<file path="config.mk">
export PLATFORM = sky130hd
export DESIGN_NAME = dpram_fifo_ctrl
export DESIGN_NICKNAME = d
export VERILOG_FILES = /design/src/rtl/dpram_fifo_ctrl.sv
export SDC_FILE = /design/constraint.sdc
export NUM_CORES = 1
export LEC_CHECK = 0
export CORE_MARGIN = 2
export CORE_UTILIZATION = 35
export DETAILED_ROUTE_END_ITERATION = 7
export PLACE_DENSITY = 0.67
export SYNTH_ARGS = -nofsm -noshare
export SYNTH_HDL_FRONTEND = slang
export SYNTH_SLANG_ARGS = --single-unit
</file>
<file path="constraint.sdc">
create_clock -name clk -period 8.3 [get_ports clk]
set_input_delay 1.66 -clock clk [delete_from_list [all_inputs] [get_ports clk]]
set_output_delay 1.66 -clock clk [all_outputs]
set_load 0.1 [all_outputs]
</file>
<file path="src/rtl/dpram_fifo_ctrl.sv">
// FIFO controller that turns a dual-port RAM (port A write, port B read) into a FIFO.
// Latency: a pushed word can be popped from the next cycle; rd_valid/rd_data follow an accepted pop by one cycle.
// Backpressure: push is refused while full (overflow sticks), pop is refused while empty (underflow sticks).
//
// Ports:
//   clk, reset                       rising-edge clock, synchronous active-high reset
//   wr_en, wr_data, full             push side
//   rd_en, rd_data, rd_valid, empty  pop side; rd_data holds its last value when rd_valid is low
//   count, overflow, underflow       occupancy (0..DEPTH) and sticky error flags
//   ram_*                            connections to the dual-port RAM (A = write, B = read)
module dpram_fifo_ctrl #(
   parameter int DATA_WIDTH = 8,
   parameter int ADDR_WIDTH = 8
) (
   input  logic                  clk,
   input  logic                  reset,
   input  logic                  wr_en,
   input  logic [DATA_WIDTH-1:0] wr_data,
   output logic                  full,
   input  logic                  rd_en,
   output logic [DATA_WIDTH-1:0] rd_data,
   output logic                  rd_valid,
   output logic                  empty,
   output logic [ADDR_WIDTH:0]   count,
   output logic                  overflow,
   output logic                  underflow,
   output logic                  ram_write_en_a,
   output logic [ADDR_WIDTH-1:0] ram_address_a,
   output logic [DATA_WIDTH-1:0] ram_data_in_a,
   output logic                  ram_write_en_b,
   output logic [ADDR_WIDTH-1:0] ram_address_b,
   output logic [DATA_WIDTH-1:0] ram_data_in_b,
   input  logic [DATA_WIDTH-1:0] ram_data_out_b
);

   // Count value meaning "full" (DEPTH = 2**ADDR_WIDTH, needs the extra MSB).
   localparam logic [ADDR_WIDTH:0]   CNT_FULL = {1'b1, {ADDR_WIDTH{1'b0}}};
   localparam logic [ADDR_WIDTH:0]   CNT_ONE  = (ADDR_WIDTH+1)'(1);
   localparam logic [ADDR_WIDTH-1:0] PTR_ONE  = ADDR_WIDTH'(1);

   logic [ADDR_WIDTH-1:0] wr_ptr;
   logic [ADDR_WIDTH-1:0] rd_ptr;
   logic [ADDR_WIDTH:0]   count_q;
   logic [DATA_WIDTH-1:0] rd_hold;
   logic                  push_ok;
   logic                  pop_ok;

   assign empty   = (count_q == '0);
   assign full    = (count_q == CNT_FULL);
   assign count   = count_q;
   assign push_ok = wr_en & ~full;
   assign pop_ok  = rd_en & ~empty;

   // Write path: the RAM must never see a write while reset is asserted.
   assign ram_write_en_a = push_ok & ~reset;
   assign ram_address_a  = wr_ptr;
   assign ram_data_in_a  = wr_data;

   // Read path: the RAM samples rd_ptr every edge, so on the edge that accepts a
   // pop it captures the head word, which is on data_out_b in the following cycle.
   assign ram_write_en_b = 1'b0;
   assign ram_address_b  = rd_ptr;
   assign ram_data_in_b  = '0;

   // data_out_b keeps changing as rd_ptr moves, so the last popped word is
   // captured to present a stable rd_data between pops.
   assign rd_data = rd_valid ? ram_data_out_b : rd_hold;

   always_ff @(posedge clk) begin
      if (reset) begin
         wr_ptr    <= '0;
         rd_ptr    <= '0;
         count_q   <= '0;
         rd_valid  <= 1'b0;
         rd_hold   <= '0;
         overflow  <= 1'b0;
         underflow <= 1'b0;
      end else begin
         if (push_ok) begin
            wr_ptr <= wr_ptr + PTR_ONE;
         end
         if (pop_ok) begin
            rd_ptr <= rd_ptr + PTR_ONE;
         end
         rd_valid <= pop_ok;
         if (rd_valid) begin
            rd_hold <= ram_data_out_b;
         end
         case ({push_ok, pop_ok})
            2'b10:   count_q <= count_q + CNT_ONE;
            2'b01:   count_q <= count_q - CNT_ONE;
            default: count_q <= count_q;
         endcase
         if (wr_en & full) begin
            overflow <= 1'b1;
         end
         if (rd_en & empty) begin
            underflow <= 1'b1;
         end
      end
   end

endmodule

</file>
==> flow_summary.html <==
<table>
<tr><th>Metric</th><th>Value</th></tr>
<tr><th colspan="2">Placed design</th></tr>
<tr><td>HPWL after detailed placement</td><td>2820 um</td></tr>
<tr><td>Number of buffers inserted by port buffering</td><td>50</td></tr>
<tr><td>Placed Instances</td><td>~320</td></tr>
<tr><td>Routability-driven placement congestion ratio</td><td>a little under 0.8</td></tr>
<tr><th colspan="2">GRT</th></tr>
<tr><td>Antenna violations before repair</td><td>0</td></tr>
<tr><td>First-pass GRT wire length</td><td>6600 um</td></tr>
<tr><td>All-Layer GR Usage</td><td>0.136</td></tr>
<tr><td>Number of global-route vias before repair</td><td>1,432</td></tr>
<tr><td>Largest net degree at the start of global routing</td><td>44</td></tr>
<tr><td>Congestion Overflow GR</td><td>0</td></tr>
<tr><th colspan="2">Cells and area</th></tr>
<tr><td>Number of non-filler instances in the completed layout</td><td>about 330</td></tr>
<tr><td>Area added between synthesis and finish</td><td>29.9%</td></tr>
<tr><td>Net count, final</td><td>around 290</td></tr>
<tr><td>Fraction of layout cells with a size suffix above 1</td><td>0.0895</td></tr>
<tr><td>Core occupancy in the finished layout</td><td>0.480</td></tr>
<tr><td>ANT cells</td><td>0</td></tr>
<tr><th colspan="2">Synthesis</th></tr>
<tr><td>Share of the yosys chip area belonging to registers</td><td>0.375</td></tr>
<tr><td>Leading register cell type out of synthesis</td><td>sky130_fd_sc_hd__dfxtp_1</td></tr>
<tr><td>Total of warnings raised by yosys</td><td>0</td></tr>
<tr><td>Post-synth EDFFs</td><td>0</td></tr>
<tr><td>Share of async-settable or async-resettable flops after synthesis</td><td>0</td></tr>
<tr><td>Avg Synthesized Cell Area</td><td>8.94 um^2</td></tr>
<tr><td>Cell count after synthesis</td><td>215</td></tr>
<tr><td>Count of distinct cell types in the synthesized netlist</td><td>39</td></tr>
<tr><td>Number of register bits inferred by synthesis</td><td>36</td></tr>
<tr><td>Cell Area, Synth</td><td>just under 2000 um^2</td></tr>
<tr><th colspan="2">Clocking</th></tr>
<tr><td>Resized cells post-CTS</td><td>0</td></tr>
<tr><td>Hold buffer count at cts</td><td>0</td></tr>
<tr><td>Insertion delay to the later sink of the worst-skew pair</td><td>roughly 0.29 ns</td></tr>
<tr><td>Count of buffers added by post-CTS timing repair for setup</td><td>0</td></tr>
<tr><td>H-Tree Level Count</td><td>2</td></tr>
<tr><td>Number of CTS-inserted buffers</td><td>5</td></tr>
<tr><td>CTS sink cnt</td><td>36</td></tr>
<tr><td>Maximum clock path buffer count</td><td>2</td></tr>
<tr><td>TritonCTS clock tree</td><td>done</td></tr>
<tr><td>Clock-pin slew reported for the worst setup and hold paths after clock tree synthesis</td><td>0.07 ns</td></tr>
<tr><td>CTS Root Cell</td><td>sky130_fd_sc_hd__clkbuf_8</td></tr>
<tr><th colspan="2">Detailed routing</th></tr>
<tr><td>DRC viols</td><td>0</td></tr>
<tr><td>Number of vias in the routed layout</td><td>1,533</td></tr>
<tr><td>ANT nets after route</td><td>0</td></tr>
<tr><td>Vias per cell</td><td>4.69</td></tr>
<tr><td>Drt first-iter violations</td><td>67</td></tr>
<tr><td>Routed wire length per instance</td><td>12.0 um</td></tr>
<tr><td>Total routed wirelength</td><td>3910 um</td></tr>
<tr><td>Router iterations before antenna repair</td><td>4</td></tr>
<tr><th colspan="2">STA</th></tr>
<tr><td>Unrepaired setup endpoints after global routing</td><td>no</td></tr>
<tr><td>Actual slew at the worst max-slew pin</td><td>0.984 ns</td></tr>
<tr><td>Final-report setup violation count</td><td>0</td></tr>
<tr><td>Final total negative setup slack</td><td>0 ns</td></tr>
<tr><td>Number of slew-limit violations in the final report</td><td>0</td></tr>
<tr><td>Worst slack on hold paths</td><td>roughly 0.48 ns</td></tr>
<tr><td>Clock tree skew after final layout</td><td>0.00472 ns</td></tr>
<tr><td>Min Clock Period, post-route</td><td>5.76 ns</td></tr>
<tr><td>Top achievable clock speed</td><td>174 MHz</td></tr>
<tr><td>Hold violation total from the final report</td><td>0</td></tr>
<tr><td>Crit share post-route</td><td>0.694</td></tr>
<tr><td>Worst relative slew slack</td><td>0.342</td></tr>
<tr><th colspan="2">Floorplan</th></tr>
<tr><td>Starting Density</td><td>0.369</td></tr>
<tr><td>Count of standard-cell rows</td><td>26</td></tr>
<tr><td>IO Pins</td><td>76</td></tr>
<tr><td>Die area</td><td>6100 um^2</td></tr>
<tr><td>Die span in x</td><td>78.1 um</td></tr>
<tr><td>Die Y</td><td>around 80 um</td></tr>
<tr><td>Floorplan Core Area</td><td>5200 um^2</td></tr>
<tr><th colspan="2">Setup path</th></tr>
<tr><td>Register-to-register path setup slack</td><td>4.61 ns</td></tr>
<tr><td>Arrival time reported for the critical path endpoint</td><td>4.10 ns</td></tr>
<tr><td>Worst setup path start</td><td>wr_en</td></tr>
<tr><td>Critical Path Start Type</td><td>primary input</td></tr>
<tr><td>Worst reg2reg endpoint</td><td>count[8]</td></tr>
<tr><td>Destination of the critical timing path</td><td>ram_write_en_a</td></tr>
<tr><td>Crit end category</td><td>output port</td></tr>
<tr><td>Startpoint of the worst register-to-register path</td><td>count[0]</td></tr>
<tr><td>Required time at the worst-slack endpoint</td><td>6.64 ns</td></tr>
<tr><td>FF-to-FF path depth</td><td>11</td></tr>
<tr><td>Crit Path Max Fanout</td><td>6</td></tr>
<tr><td>Type of the setup path with the least slack</td><td>primary input to output port</td></tr>
<tr><th colspan="2">Min path</th></tr>
<tr><td>Worst Min Path Start</td><td>overflow</td></tr>
<tr><td>Class of the tightest hold or removal check</td><td>flop to flop</td></tr>
<tr><th colspan="2">Outcome</th></tr>
<tr><td>Status</td><td>completed</td></tr>
<tr><th colspan="2">Flow run</th></tr>
<tr><td>Number of maximum-capacitance violations</td><td>0</td></tr>
</table>
sequential cells by signal, indices dropped and copies added (netlist names):
register	count
count	9
overflow	1
ram_address_a	8
ram_address_b	8
rd_hold	8
rd_valid	1
underflow	1
kinds of logic (layout without fill, tap and decap cells):
family | count (synthesis) | in the layout | share of synthesized area
adder cells (fa/ha/maj) | 11 | 11 | 0.0755
other | 1 | 9 | 0.00195
AND/OR/NAND/NOR | 77 | 77 | 0.197
buffers and inverters | 32 | 66 | 0.0970
AO/OA/AOI/OAI | 26 | 26 | 0.0925
multiplexers | 14 | 14 | 0.0788
flip-flops | 36 | 36 | 0.375
XOR/XNOR | 18 | 18 | 0.0820
cells in the mapped netlist (all sizes together), types with 2 or more instances:
cell type,number,share of area
o31ai,2,0.015
nor3,4,0.010
and3,2,0.0065
a21o,4,0.016
nor4,2,0.0065
nand3,4,0.010
nand4,4,0.013
xor2,12,0.055
nand2,12,0.023
a31oi,2,0.0065
mux2,9,0.053
dfxtp,36,0.37
o21ai,3,0.0078
mux2i,5,0.026
ha,10,0.065
nor2,33,0.064
or4,2,0.012
a21oi,10,0.026
nor2b,8,0.026
inv,7,0.015
clkbuf,6,0.012
xnor2,6,0.027
buf,19,0.070
worst max-delay path, cell delays in order:
cell	delay [ns]
sky130_fd_sc_hd__clkdlybuf4s50_1	0.48
sky130_fd_sc_hd__inv_1	0.05
sky130_fd_sc_hd__a31oi_1	0.47
sky130_fd_sc_hd__inv_1	0.18
sky130_fd_sc_hd__nor2_1	0.13
sky130_fd_sc_hd__clkdlybuf4s50_1	1.14
stage by stage:
step	area (um^2)	setup WS, ns
2_1_floorplan	1950	3.15
3_3_place_gp	2390	2.59
3_5_place_dp	2390	2.54
4_1_cts	2500	2.54
5_1_grt	2500	2.33
6_report	2500	2.54
final cells by class:
cell class	count	area (um^2)
clock inverters	2	35.0
multi-input cells	155	1040
repair buffers	51	508
inverters	7	28.8
fillers	518	2710
well taps	70	87.6
clock buffers	6	72.6
flip-flops and latches	36	721
cell usage in the layout (no fill, tap or decap), types with 5 or more instances in the layout:
cell type	count
sky130_fd_sc_hd__a21oi_1	10
sky130_fd_sc_hd__clkbuf_8	5
sky130_fd_sc_hd__clkdlybuf4s50_1	50
sky130_fd_sc_hd__conb_1	9
sky130_fd_sc_hd__dfxtp_1	36
sky130_fd_sc_hd__ha_1	10
sky130_fd_sc_hd__inv_1	6
sky130_fd_sc_hd__mux2_2	9
sky130_fd_sc_hd__mux2i_1	5
sky130_fd_sc_hd__nand2_1	12
sky130_fd_sc_hd__nor2_1	33
sky130_fd_sc_hd__nor2b_1	8
sky130_fd_sc_hd__xnor2_1	6
sky130_fd_sc_hd__xor2_1	12
how the worst min path moves through the flow:
stage	cells after the start	to	slack [ns]
after floorplan	2	ram_address_b[1]	0.91
after CTS	2	overflow	0.48
after global placement	2	overflow	0.46
after global routing	2	overflow	0.52
after detailed placement	2	overflow	0.47
final	2	overflow	0.48
per-layer routing:
metal,vias up,share of wire,track usage
met5,-,0,0
met4,0,0.017,0.0684
met3,6,0.053,0.0253
met2,44,0.46,0.229
met1,693,0.47,0.165
li1,790,-,-
Power is not shown: default switching activity piles up to over one toggle a cycle in this logic, so the estimate is an artifact.
